==> config.mk <==
export PLATFORM = sky130hd
export DESIGN_NAME = fifo_sync_flags
export DESIGN_NICKNAME = d
export VERILOG_FILES = /design/src/rtl/fifo_sync_flags_pkg.sv /design/src/rtl/fifo_sync_flags_edge_detect.sv /design/src/rtl/fifo_sync_flags.sv
export SDC_FILE = /design/constraint.sdc
export NUM_CORES = 1
export LEC_CHECK = 0
export CORE_MARGIN = 3
export CORE_UTILIZATION = 45
export CTS_CLUSTER_DIAMETER = 80
export DETAILED_ROUTE_END_ITERATION = 8
export PLACE_DENSITY = 0.66
export SYNTH_ARGS = -nofsm -noshare
export SYNTH_HDL_FRONTEND = slang
export SYNTH_HIERARCHICAL = 1
export SYNTH_SLANG_ARGS = --single-unit
==> constraint.sdc <==
create_clock -name i_clk -period 3.2 [get_ports i_clk]
set_input_delay 0.48 -clock i_clk [delete_from_list [all_inputs] [get_ports i_clk]]
set_output_delay 0.48 -clock i_clk [all_outputs]
set_load 0.1 [all_outputs]
==> src/rtl/fifo_sync_flags_pkg.sv <==
// Shared helpers for the UART/ALU datapath FIFOs: ceiling log2 used to size pointers.
package fifo_sync_flags_pkg;

  function automatic int clog2(input int value);
    int result;
    int v;
    result = 0;
    v = value - 1;
    while (v > 0) begin
      result = result + 1;
      v = v >> 1;
    end
    return result;
  endfunction

endpackage

==> src/rtl/fifo_sync_flags_edge_detect.sv <==
// 1-bit registered rising-edge detector; o_rise is combinational, valid in the cycle i_sig first goes high.
// No reset on purpose: it keeps sampling through reset so a level held across reset release is not a new edge.
module edge_detect (
  input  logic i_clk,
  input  logic i_sig,
  output logic o_rise
);

  logic prev_q;

  always_ff @(posedge i_clk) begin
    prev_q <= i_sig;
  end

  assign o_rise = i_sig & ~prev_q;

endmodule

==> src/rtl/fifo_sync_flags.sv <==
// Show-ahead synchronous FIFO with occupancy, almost thresholds and sticky overflow/underflow flags.
// Write-to-visible latency 1 cycle; writes while full are dropped (unless a read frees a slot) and flagged.
module fifo_sync_flags
  import fifo_sync_flags_pkg::*;
#(
  parameter int NB_WORD        = 8,
  parameter int N_WORD_BUFFER  = 16,
  parameter int N_ALMOST_FULL  = 12,
  parameter int N_ALMOST_EMPTY = 2,
  parameter bit WRITE_EDGE     = 1'b1
) (
  input  logic                                   i_clk,
  input  logic                                   i_rst,
  input  logic [NB_WORD-1:0]                     i_data,
  input  logic                                   i_write,
  input  logic                                   i_read,
  input  logic                                   i_clr_err,
  output logic [NB_WORD-1:0]                     o_data,
  output logic                                   o_fifo_empty,
  output logic                                   o_fifo_full,
  output logic                                   o_almost_full,
  output logic                                   o_almost_empty,
  output logic [clog2(N_WORD_BUFFER):0]          o_count,
  output logic                                   o_overflow,
  output logic                                   o_underflow
);

  localparam int NB_PTR = clog2(N_WORD_BUFFER);
  localparam logic [NB_PTR:0] AF_TH = (NB_PTR+1)'(N_ALMOST_FULL);
  localparam logic [NB_PTR:0] AE_TH = (NB_PTR+1)'(N_ALMOST_EMPTY);

  logic [NB_WORD-1:0] mem_q [N_WORD_BUFFER];
  logic [NB_PTR:0]    wr_ptr_q, wr_ptr_d;
  logic [NB_PTR:0]    rd_ptr_q, rd_ptr_d;
  logic               overflow_q, overflow_d;
  logic               underflow_q, underflow_d;
  logic               wr_req;
  logic               wr_acc;
  logic               rd_acc;
  logic               empty;
  logic               full;
  logic [NB_PTR:0]    count;

  generate
    if (WRITE_EDGE) begin : g_edge
      edge_detect u_edge_detect (
        .i_clk  (i_clk),
        .i_sig  (i_write),
        .o_rise (wr_req)
      );
    end else begin : g_level
      assign wr_req = i_write;
    end
  endgenerate

  // Wrap bit distinguishes full from empty when the address bits match.
  assign empty = (wr_ptr_q == rd_ptr_q);
  assign full  = (wr_ptr_q[NB_PTR-1:0] == rd_ptr_q[NB_PTR-1:0]) &&
                 (wr_ptr_q[NB_PTR] != rd_ptr_q[NB_PTR]);
  assign count = wr_ptr_q - rd_ptr_q;

  assign rd_acc = i_read & ~empty;
  assign wr_acc = wr_req & (~full | rd_acc);

  always_comb begin
    wr_ptr_d    = wr_ptr_q;
    rd_ptr_d    = rd_ptr_q;
    overflow_d  = overflow_q & ~i_clr_err;
    underflow_d = underflow_q & ~i_clr_err;
    if (wr_acc) wr_ptr_d = wr_ptr_q + 1'b1;
    if (rd_acc) rd_ptr_d = rd_ptr_q + 1'b1;
    // A new error event takes priority over a clear in the same cycle.
    if (wr_req && full && !rd_acc) overflow_d = 1'b1;
    if (i_read && empty) underflow_d = 1'b1;
  end

  always_ff @(posedge i_clk) begin
    if (i_rst) begin
      wr_ptr_q    <= '0;
      rd_ptr_q    <= '0;
      overflow_q  <= 1'b0;
      underflow_q <= 1'b0;
    end else begin
      wr_ptr_q    <= wr_ptr_d;
      rd_ptr_q    <= rd_ptr_d;
      overflow_q  <= overflow_d;
      underflow_q <= underflow_d;
    end
  end

  always_ff @(posedge i_clk) begin
    if (wr_acc && !i_rst) mem_q[wr_ptr_q[NB_PTR-1:0]] <= i_data;
  end

  assign o_data         = mem_q[rd_ptr_q[NB_PTR-1:0]];
  assign o_fifo_empty   = empty;
  assign o_fifo_full    = full;
  assign o_almost_full  = (count >= AF_TH);
  assign o_almost_empty = (count <= AE_TH);
  assign o_count        = count;
  assign o_overflow     = overflow_q;
  assign o_underflow    = underflow_q;

endmodule

# Word-level counts from Yosys, hierarchy flattened

Memory sizes are Yosys's and may differ from the RTL's. A register that Yosys moved wholly into a read port is not among the register bits.
Cells that the tools add are included.

Latch bits: 0
Output and inout bits: 19
ROM bits: 0
Bits in writable memories: 128
Register bits: 13
Memories: 1
Input bits: 13

Divide/modulo/power cells: 0
Multipliers: 0
Multiplexer cells: 6
Magnitude comparators: 2
Reduce and logical (&&, ||, !) cells: 7
Bitwise logic cells: 10
Add/subtract/negate cells: 3
Equality and inequality tests: 3
Shift-type cells: 0

Memory list:

| memory | words | width | read ports | clocked after Yosys merged registers in | wr ports | line                  | RTL |
|---|---|---|---|---|---|---|---|
| mem_q  | 16    | 8     | 1          | 1                                       | 1        | fifo_sync_flags.sv:32 | `logic [NB_WORD-1:0] mem_q [N_WORD_BUFFER];` |

Operators by type and width:

| operator                                                                            | count |
|---|---|
| 5-bit by 1-bit adder with 5-bit output, second input constant                       | 2 |
| 4-bit 2-to-1 mux                                                                    | 2 |
| 1-bit AND                                                                           | 5 |
| 5-bit equality test                                                                 | 1 |
| 5-bit by 4-bit greater-or-equal comparator with 1-bit output, second input constant | 1 |
| 5-bit by 2-bit <= comparator with 1-bit output, second input constant               | 1 |
| 1-bit logical AND                                                                   | 5 |
| 5-bit subtractor                                                                    | 1 |
| 4-bit equality test                                                                 | 1 |
| 1-bit 2-to-1 mux                                                                    | 4 |
| 1-bit NOT                                                                           | 4 |
| 1-bit logical NOT                                                                   | 2 |
| 1-bit inequality test                                                               | 1 |
| 1-bit bitwise OR                                                                    | 1 |

# Depth between registers and ports, before layout

Gate-level depths: netlist of the first run.

Depth in word-level cells: 8
Gate-level depth with buffers: 8
Depth with buffers taken out: 8

# Cells and area by module

The synthesis of the first run kept the hierarchy.

Modules (own cells, without submodules):

| module          | area each (um^2) | sequential area each (um^2) | cells each | times used |
|---|---|---|---|---|
| fifo_sync_flags | 5755.5           | 4164.0                      | 314        | 1 |
| edge_detect     | 33.8             | 20.0                        | 2          | 1 |

# Worst setup path before layout of the first run

Ideal clock, no wire load.

Kind: register -> output
From: register wr_ptr_q[0]
To: output port o_almost_empty
Data arrival time: 4.145 ns
Path slack: -1.425 ns
Data required time: 2.720 ns
Cell stages (with the launch flop): 9
Path through: dfxtp_1 > inv_1 > ha_1 > inv_1 > fa_1 > a21o_1 > a21oi_1 > xnor2_1 > a2111oi_2

Word-level cells in the longest chain between the ends: 2

RTL lines:

| item                                           | line                  | RTL |
|---|---|---|
| from (decl)                                    | fifo_sync_flags.sv:33 | `logic [NB_PTR:0] wr_ptr_q, wr_ptr_d;` |
| from (signal assigned)                         | fifo_sync_flags.sv:84 | `wr_ptr_q <= wr_ptr_d;` |
| 5-bit subtractor                               | fifo_sync_flags.sv:60 | `assign count = wr_ptr_q - rd_ptr_q;` |
| net o_count[4]                                 | fifo_sync_flags.sv:23 | `output logic [clog2(N_WORD_BUFFER):0] o_count,` |
| 5-bit by 2-bit <= comparator with 1-bit output | fifo_sync_flags.sv:99 | `assign o_almost_empty = (count <= AE_TH);` |
| to (decl)                                      | fifo_sync_flags.sv:22 | `output logic o_almost_empty,` |

The timed path passes the listed nets, and every way through them passes these cells.

# Worst setup path in the final report of the first run

From: register wr_ptr_q[2]
To: output port o_almost_empty

Word-level cells in the longest chain between the ends: 2

RTL lines:

| item                                           | line |
|---|---|
| 5-bit subtractor                               | fifo_sync_flags.sv:60 |
| 5-bit by 2-bit <= comparator with 1-bit output | fifo_sync_flags.sv:99 |

Every way passes these cells.

==> qor.csv, run 1 <==
stage,metric,value,unit
routing,DRC viols,0,
timing,final worst setup slack,0.199,ns
synthesis,largest area contributor in the synthesized netlist,edfxtp_1,
setup_path,Worst setup EP type,output port,
timing,Tightest Pin Transition,0.977,ns
synthesis,cell area after synthesis,5790,µm²
timing,period utilization,0.938,
synthesis,Synth Instances,316,
power_and_ir_drop,Leakage,2.40,nW
synthesis,synthesized area per cell,18.3,µm²
routing,via/cell ratio,5.29,
clock_tree,H-tree depth,4,
synthesis,most common cell in the netlist,edfxtp_1,
clock_tree,CTS Hold Buffers Added,0,
synthesis,Synth Area in Adders,0.0229,
timing,setup TNS,0,ns
timing,fmax,333,MHz
finish,Final Util,0.584,
setup_path,Worst EP arrival,2.52,ns
finish,share of cells above drive strength 1,0.288,
synthesis,ys async rst share,0,
synthesis,mux share of post-synthesis cell area,0.128,
min_path,Hold EP,rd_ptr_q[3],
placement,PortBufs,31,
timing,# setup viols final,0,
synthesis,post-synthesis sequential area ratio,0.723,
floorplan,core area,12300,µm²
setup_path,crit path kind,reg -> out,
power_and_ir_drop,peak supply drop,0.338,mV
placement,DP Worst Slack,0.615,ns
grt,initial antenna violation count,0,
setup_path,Reg-to-Reg End,mem_q[3][5],
clock_tree,clock root cell,clkbuf_16,
routing,DR pass1 iterations,4,
grt,GRT Total Usage,0.165,
synthesis,Synth Area in Simple Gates,0.0499,
synthesis,ranking of synthesized cells by area,"edfxtp_1, mux4_2, dfxtp_1",
min_path,Hold Path Depth,2,
synthesis,syn_nets,339,
setup_path,reg2reg start,wr_ptr_q[3],
routing,initial DRC count,239,
clock_tree,CTS tree,done,
setup_path,"Req. time, crit path",2.72,ns
clock_tree,Clock transition at path regs,0.06,ns
timing,skew final,0.0102,ns
floorplan,Site Rows,40,
placement,placed cells,528,
timing,Tmin final,3.00,ns
timing,max-slew violation count,0,
placement,DP HPWL,7480,µm
floorplan,Die X,119,µm
routing,total vias in the final route,2961,
finish,# diodes,0,
routing,final wirelength,10900,µm
floorplan,DIE AREA,14300,µm²
grt,number of global-route vias before repair,3126,
clock_tree,clk_lat worst skew,0.41,ns
synthesis,Compound-Gate Fraction of Synth Area,0.0456,
floorplan,Initial Utilization,0.470,
finish,Finished Layout Cells,560,
run,max_cap viols,0,
min_path,worst min path class,reg -> reg,
setup_path,R2R depth,6,
synthesis,library cells used by synthesis,35,
placement,routability cong.,0.805,
clock_tree,Post-CTS Resized,0,
clock_tree,CTS max path bufs,2,
grt,gr ovfl total,0,
finish,Final Net Count,402,
finish,fillers,927,
synthesis,largest family of logic cells by synthesized area,multiplexers,
grt,largest net degree at the start of global routing,33,
clock_tree,total CTS buffers,17,
synthesis,number of enable flip-flop cells after synthesis,128,
floorplan,chip height,119,µm
grt,first-pass GRT wire length,17300,µm
synthesis,Ys Warns,6,
synthesis,Main synth FF type,edfxtp_1,
power_and_ir_drop,overall power,4.90,mW
clock_tree,CTS Sinks,145,
routing,Detail Route Antenna Nets,0,
setup_path,worst-path maximum fanout,11,
run_status,status,"finished, final reports clean",
setup_path,internal reg-to-reg setup slack,0.70,ns
setup_path,CP Launch Type,register,
power_and_ir_drop,Power Density,682,nW/µm²
floorplan,I/O pin count,32,
timing,"Hold Vio Cnt, Final",0,
timing,RSZ-0062 raised after global routing,no,
synthesis,number of synthesized register bits,145,
routing,wire length per cell,19.5,µm
min_path,Hold Startpoint,rd_ptr_q[3],
finish,area delta synth->final,24.2,%
clock_tree,# Post-CTS Setup Buffers,0,
synthesis,area share of xor/xnor cells in the synthesized design,0.0164,
synthesis,Synth top cells by count,"edfxtp_1, mux4_2, nor2_1, dfxtp_1, a22oi_1",
synthesis,post-synth top area share,0.664,
timing,relative slew slack,0.347,
[sequential cells by signal, summed over array words and instances, names as in the netlist, named ones only]
signal and flops:
mem_q 128, rd_ptr_q 5, wr_ptr_q 5, g_edge.u_edge_detect/prev_q 1, o_overflow 1, o_underflow 1
[metal layers]
layer	wire length, µm	global-route usage	up-vias
met3	697	0.0522	13
met1	4590	0.220	1480
met2	5430	0.253	83
li1	-	-	1385
met4	169	0.0673	0
met5	0	0	-
[kinds of logic after synthesis]
| logic type | count (synthesis) |
|---|---|
| buffers and inverters | 21 |
| XOR/XNOR | 10 |
| flip-flops | 145 |
| adder cells (fa/ha/maj) | 10 |
| AND/OR/NAND/NOR | 61 |
| multiplexers | 34 |
| AO/OA/AOI/OAI | 35 |
[how the worst max path moves through the flow]
stage | startpoint | endpoint | slack, ns | depth (start not counted)
2_1_floorplan | wr_ptr_q[0] | o_almost_full | -0.11 | 6
3_3_place_gp | wr_ptr_q[0] | o_almost_empty | 0.67 | 9
3_5_place_dp | wr_ptr_q[0] | o_almost_empty | 0.61 | 9
4_1_cts | wr_ptr_q[0] | o_almost_empty | 0.17 | 9
5_1_grt | wr_ptr_q[2] | o_almost_empty | 0.05 | 6
6_report | wr_ptr_q[2] | o_almost_empty | 0.20 | 6
[per-stage QoR]
stage | cell area (µm²) | hold slack, ns
after global routing | 7190 | 0.547
after CTS | 7190 | 0.535
after detailed placement | 6630 | 0.525
final | 7190 | 0.534
after floorplan | 5860 | 0.474
after global placement | 6630 | 0.531
[cell usage in the layout, fill, tap and decap left out, types with 12 or more instances in the layout]
| cell | n |
|---|---|
| buf_12 | 12 |
| nand2_1 | 15 |
| buf_4 | 31 |
| edfxtp_1 | 128 |
| clkbuf_16 | 18 |
| dfxtp_1 | 16 |
| a22oi_1 | 16 |
| nor2_1 | 25 |
| clkdlybuf4s50_1 | 14 |
| mux4_2 | 32 |
[cell type report]
cell class	instances	area [µm²]	share of cell area
inverters	8	30.0	0.00418
multi-input cells	150	1590	0.222
well taps	168	210	0.0292
flip-flops and latches	145	4190	0.582
clock buffers	28	538	0.0748
clock inverters	4	21.3	0.00296
repair buffers	57	613	0.0853
[critical path, cell delays in order, from the launching register on]
cell	delay [ns]
dfxtp_1	0.56
ha_1	0.38
a21oi_1	0.18
o21ai_1	0.16
xor2_4	0.23
a2111oi_4	0.39
buf_12	0.22
[power breakdown]
| part | internal [mW] | switching [mW] | total (mW) | leakage [nW] |
|---|---|---|---|---|
| Combinational | 0.366 | 0.648 | 1.01 | 0.841 |
| Clock | 1.14 | 0.664 | 1.80 | 0.273 |
| Sequential | 2.08 | 0.0126 | 2.09 | 1.29 |
Note: power is estimated with default switching activity, not from simulation.
==> run 2: changes to the inputs <==
--- a/constraint.sdc
+++ b/constraint.sdc
@@ -3,2 +3,2 @@
 set_output_delay 0.48 -clock i_clk [all_outputs]
-set_load 0.1 [all_outputs]
+set_load 0.01 [all_outputs]
==> qor.csv, run 2 (synthesis results as in run 1) <==
stage,metric,value,unit
run_status,status,"finished, final reports clean",
timing,period utilization,0.953,
finish,cell area after layout,6990,µm²
setup_path,Slowest Stage Delay on Critical Path,0.58,ns
finish,share of cells above drive strength 1,0.225,
routing,DR WL met3,585,µm
setup_path,"Max stage delay cell, worst path",clkdlybuf4s50_1,
power_and_ir_drop,share of power burned in registers,0.466,
finish,most frequent cells in the layout,"edfxtp_1, mux4_2, clkdlybuf4s50_1",
floorplan,Die X,119,µm
timing,RSZ-0062 raised after global routing,no,
routing,final wirelength,11100,µm
setup_path,CP Launch Type,register,
timing,Tightest Pin Transition,0.688,ns
power_and_ir_drop,switching share of total power,0.212,
clock_tree,CTS Hold Buffers Added,0,
clock_tree,H-tree depth,4,
power_and_ir_drop,switching power,949,µW
grt,gr ovfl total,0,
timing,Tmin final,3.05,ns
grt,first-pass GRT wire length,17900,µm
grt,GRT Total Usage,0.172,
power_and_ir_drop,clock share of power,0.418,
power_and_ir_drop,internal power,3.53,mW
clock_tree,total CTS buffers,17,
setup_path,Reg-to-Reg End,mem_q[1][2],
power_and_ir_drop,Leakage,2.31,nW
timing,relative slew slack,0.540,
power_and_ir_drop,Combinational Power Share,0.116,
routing,metal2 WL,5410,µm
setup_path,"Req. time, crit path",2.72,ns
floorplan,Site Rows,40,
routing,total vias in the final route,2948,
placement,PortBufs,31,
timing,max-slew violation count,0,
timing,skew final,0.0161,ns
placement,DP HPWL,7280,µm
routing,initial DRC count,275,
setup_path,Worst setup EP type,output port,
setup_path,Worst EP arrival,2.57,ns
power_and_ir_drop,peak supply drop,0.436,mV
clock_tree,CTS Sinks,145,
routing,max layer used,met4,
setup_path,R2R depth,6,
clock_tree,Clock transition at path regs,0.05,ns
grt,largest net degree at the start of global routing,33,
floorplan,I/O pin count,32,
grt,number of global-route vias before repair,3117,
min_path,Hold Path Depth,2,
routing,wire length per cell,20.1,µm
clock_tree,# Post-CTS Setup Buffers,0,
floorplan,chip height,119,µm
floorplan,Initial Utilization,0.470,
setup_path,worst-path maximum fanout,4,
finish,# diodes,0,
placement,routability cong.,0.821,
timing,# setup viols final,0,
clock_tree,clock root cell,clkbuf_16,
routing,met1 WL,5080,µm
routing,Detail Route Antenna Nets,0,
timing,setup TNS,0,ns
grt,initial antenna violation count,0,
routing,via/cell ratio,5.32,
finish,Final Net Count,396,
timing,"Hold Vio Cnt, Final",0,
min_path,Hold EP,rd_ptr_q[3],
clock_tree,clk_lat worst skew,0.41,ns
finish,area delta synth->final,20.8,%
clock_tree,CTS tree,done,
finish,flip-flop count of the largest register after layout,128,
floorplan,DIE AREA,14300,µm²
setup_path,internal reg-to-reg setup slack,0.88,ns
setup_path,crit path kind,reg -> out,
routing,DRC viols,0,
min_path,Hold Startpoint,rd_ptr_q[3],
run,max_cap viols,0,
timing,fmax,328,MHz
setup_path,crit-path cells,"inv_2, ha_1, inv_1, fa_1, a21o_1, a21oi_2, xnor2_2, clkdlybuf4s50_1",
placement,Post-DP Area,6420,µm²
finish,Final Util,0.568,
finish,"commonest non-fill, non-tap cell in the layout",edfxtp_1,
clock_tree,CTS max path bufs,2,
routing,DR pass1 iterations,5,
setup_path,reg2reg start,wr_ptr_q[2],
power_and_ir_drop,Power Density,641,nW/µm²
floorplan,core area,12300,µm²
min_path,worst min path class,reg -> reg,
## run 2: power by group through the flow
stage,clock [mW],sequential [mW],combinational [mW]
2_1_floorplan,0,2.12,0.324
3_3_place_gp,0,2.13,0.529
3_5_place_dp,0,2.13,0.536
4_1_cts,1.91,2.09,0.531
5_1_grt,1.99,2.09,0.569
6_report,1.87,2.09,0.522
## run 2: routing by layer
metal	vias up	track usage
li1	1372	-
met1	1504	0.244
met2	70	0.253
met3	2	0.0518
met4	0	0.0644
met5	-	0
## run 2: critical path: cells and delay by family, from the launching register on
kind                       cells  cell delay, ns
DFF                            1            0.34
AOI/OAI and AO/OA              2            0.36
buffers and inverters          3            0.73
xor gates and xnor gates       1            0.15
adders and majority gates      2            0.57
## run 2: final cells by class
| cell class | instances | area, µm² |
|---|---|---|
| multi-input combinational | 150 | 1530 |
| sequential | 145 | 4190 |
| clock inverter | 7 | 86.3 |
| timing repair buffer | 51 | 474 |
| fill | 972 | 5320 |
| inverter | 8 | 30.0 |
| tap | 168 | 210 |
| clock buffer | 25 | 475 |
## run 2: repair_timing
action,in CTS,in global routing
pin swaps,1,1
gates resized for setup,2,3
endpoints found under the setup margin,2,2
## run 2: stage by stage
stage / power, mW / setup WS, ns / hold WS, ns / instances
detailed placement: 2.66 / 0.257 / 0.528 / 522
CTS: 4.53 / 0.0349 / 0.537 / 554
global placement: 2.65 / 0.315 / 0.535 / 522
finish: 4.48 / 0.151 / 0.541 / 554
global route: 4.65 / 0.0231 / 0.558 / 554
floorplan: 2.45 / 0.792 / 0.474 / 316
## run 2: worst max path at each step
stage | from | to | slack, ns | depth (start not counted)
after floorplan | wr_ptr_q[0] | o_almost_empty | 0.79 | 8
after global placement | wr_ptr_q[0] | o_almost_empty | 0.31 | 9
after detailed placement | wr_ptr_q[0] | o_almost_empty | 0.26 | 9
after CTS | wr_ptr_q[0] | o_almost_full | 0.03 | 9
after global routing | wr_ptr_q[0] | o_count[4] | 0.02 | 8
final | wr_ptr_q[0] | o_count[4] | 0.15 | 8
==> run 3: changes to the inputs <==
--- a/config.mk
+++ b/config.mk
@@ -14,3 +14,2 @@
 export SYNTH_HDL_FRONTEND = slang
-export SYNTH_HIERARCHICAL = 1
 export SYNTH_SLANG_ARGS = --single-unit
--- a/constraint.sdc
+++ b/constraint.sdc
@@ -3,2 +3,2 @@
 set_output_delay 0.48 -clock i_clk [all_outputs]
-set_load 0.01 [all_outputs]
+set_load 0.02 [all_outputs]
==> qor.csv, run 3 <==
stage,metric,value,unit
run_status,status,"finished, final reports clean",
routing,initial DRC count,295,
synthesis,most common cell in the netlist,edfxtp_1,
timing,Tightest Pin Transition,0.792,ns
timing,RSZ-0062 raised after global routing,yes,
grt,GRT Total Usage,0.168,
setup_path,CP Launch Type,register,
clock_tree,clk_lat worst skew,0.42,ns
timing,Final Hold Slack,0.559,ns
power_and_ir_drop,Power Density,661,nW/µm²
setup_path,Worst setup EP type,output port,
clock_tree,CTS max path bufs,2,
grt,first-pass GRT wire length,17700,µm
finish,fillers,936,
floorplan,Die X,120,µm
setup_path,WP buf/inv,2,
synthesis,cell area after synthesis,5820,µm²
power_and_ir_drop,share of power burned in registers,0.441,
routing,final wirelength,11200,µm
placement,routability cong.,0.821,
synthesis,Synth Instances,321,
routing,total vias in the final route,3095,
synthesis,post-synthesis sequential area ratio,0.719,
grt,largest net degree at the start of global routing,33,
finish,# diodes,0,
synthesis,ranking of synthesized cells by area,"edfxtp_1, mux4_2, dfxtp_1",
synthesis,ys async rst share,0,
timing,fmax,324,MHz
finish,"commonest non-fill, non-tap cell in the layout",edfxtp_1,
synthesis,synthesized area per cell,18.1,µm²
finish,area delta synth->final,23.5,%
floorplan,DIE AREA,14300,µm²
setup_path,crit-path cells,"buf_12, mux4_2, a22oi_1, nand2_1, clkdlybuf4s50_1",
clock_tree,Clock transition at path regs,0.06,ns
timing,Tmin final,3.08,ns
timing,max-slew violation count,0,
timing,skew final,0.00716,ns
grt,number of global-route vias before repair,3186,
floorplan,Initial Utilization,0.472,
routing,via/cell ratio,5.42,
synthesis,Synth top cells by count,"edfxtp_1, mux4_2, nor2_1, dfxtp_1, a22oi_1",
floorplan,core area,12300,µm²
run,max_cap viols,0,
setup_path,crit-path leading delay family,buffers and inverters,
synthesis,largest area contributor in the synthesized netlist,edfxtp_1,
min_path,worst min path class,reg -> reg,
floorplan,Site Rows,40,
routing,DRC viols,0,
synthesis,Ys Warns,0,
synthesis,number of synthesized register bits,145,
finish,most frequent cells in the layout,"edfxtp_1, mux4_2, buf_4",
clock_tree,total CTS buffers,17,
floorplan,I/O pin count,32,
power_and_ir_drop,Leakage,2.38,nW
routing,DR pass1 iterations,4,
power_and_ir_drop,peak supply drop,0.337,mV
timing,# setup viols final,0,
floorplan,chip height,120,µm
finish,flip-flop count of the largest register after layout,128,
clock_tree,CTS Sinks,145,
routing,Detail Route Antenna Nets,0,
finish,share of cells above drive strength 1,0.253,
clock_tree,H-tree depth,4,
setup_path,Slowest Stage Delay on Critical Path,0.56,ns
clock_tree,CTS Hold Buffers Added,0,
power_and_ir_drop,Combinational Power Share,0.118,
grt,initial antenna violation count,0,
synthesis,number of enable flip-flop cells after synthesis,128,
routing,wire length per cell,19.6,µm
power_and_ir_drop,clock share of power,0.441,
synthesis,syn_nets,344,
clock_tree,clock root cell,clkbuf_16,
setup_path,worst-path maximum fanout,17,
placement,placed cells,539,
power_and_ir_drop,switching power,1.00,mW
grt,gr ovfl total,0,
synthesis,Main synth FF type,edfxtp_1,
setup_path,"Max stage delay cell, worst path",clkdlybuf4s50_1,
timing,relative slew slack,0.467,
setup_path,"Req. time, crit path",2.72,ns
placement,DP HPWL,7470,µm
synthesis,post-synth top area share,0.661,
timing,"Hold Vio Cnt, Final",0,
synthesis,library cells used by synthesis,39,
clock_tree,CTS tree,done,
setup_path,Worst EP arrival,2.60,ns
power_and_ir_drop,switching share of total power,0.211,
power_and_ir_drop,internal power,3.75,mW
finish,Finished Layout Cells,571,
clock_tree,# Post-CTS Setup Buffers,0,
setup_path,crit path kind,reg -> out,
timing,period utilization,0.963,
finish,Final Net Count,413,
placement,PortBufs,31,
run 3: cell types whose count changed after synthesis, sizes merged, moves of 2 or more:
cell    change
nor3        -3
nor3b       +2
nor2        -3
nand4       +2
xor2        -2
nand3b      +2
nor4        +3
or3         +2
a21oi       +2
run 3: area by class of cell:
| type | count | area, µm² | area share |
|---|---|---|---|
| Sequential cell | 145 | 4190 | 0.583 |
| Multi-Input combinational cell | 154 | 1550 | 0.215 |
| Timing Repair Buffer | 64 | 576 | 0.0801 |
| Clock buffer | 21 | 450 | 0.0627 |
| Tap cell | 168 | 210 | 0.0293 |
| Clock inverter | 11 | 185 | 0.0258 |
| Inverter | 8 | 30.0 | 0.00418 |
run 3: what timing repair did:
item | 4_1_cts | 5_1_grt
pin swaps | 0 | 0
setup endpoints to repair | 3 | 3
gates resized for setup | 6 | 1
run 3: final timing paths:
check	from	endpoint	slack, ns	depth (start not counted)
worst max-delay path	register	o_data[4]	0.12	5
worst min-delay path	rd_ptr_q[3]	register	0.56	2
worst max register to register	wr_ptr_q[3]	mem_q[1][6]	0.31	6
worst min register to register	rd_ptr_q[3]	register	0.56	2
run 3: routing by layer:
metal / wire length (µm) / part of all wire / track usage / vias to the layer above
met5: 0 / 0 / 0 / -
met4: 214 / 0.019 / 0.0737 / 0
met3: 551 / 0.049 / 0.0490 / 18
met2: 5460 / 0.49 / 0.253 / 82
met1: 4990 / 0.44 / 0.230 / 1577
li1: - / - / - / 1418
run 3: worst reg2reg max path: stages (launching register included):
cell and delay, ns:
dfxtp_1 0.59, ha_1 0.36, and4_1 0.21, a31oi_1 0.32
nand2_1 0.21, nor4_1 0.64, buf_4 0.26
run 3: per-stage QoR:
step / utilization / instance area (µm²) / setup TNS [ns] / setup WS (ns) / power (mW)
floorplan: - / 5820 / 0 / 0.548 / 2.49
global placement: 0.532 / 6560 / 0 / 0.259 / 2.71
detailed placement: 0.532 / 6560 / 0 / 0.141 / 2.71
CTS: 0.584 / 7190 / 0 / 0.0341 / 4.80
global route: 0.583 / 7180 / -0.0323 / -0.0162 / 4.93
finish: 0.583 / 7180 / 0 / 0.117 / 4.75
run 3: logic make-up after synthesis:
group / synth area share
AO/OA/AOI/OAI: 0.0443
XOR/XNOR: 0.0161
adder cells (fa/ha/maj): 0.0228
buffers and inverters: 0.0159
flip-flops: 0.719
multiplexers: 0.127
AND/OR/NAND/NOR: 0.0542
run 3: power groups by stage:
stage / Combinational [mW] / Sequential (mW) / Clock [mW]
2_1_floorplan: 0.369 / 2.12 / 0
3_3_place_gp: 0.574 / 2.13 / 0
3_5_place_dp: 0.576 / 2.13 / 0
4_1_cts: 0.574 / 2.10 / 2.13
5_1_grt: 0.602 / 2.10 / 2.23
6_report: 0.559 / 2.10 / 2.09
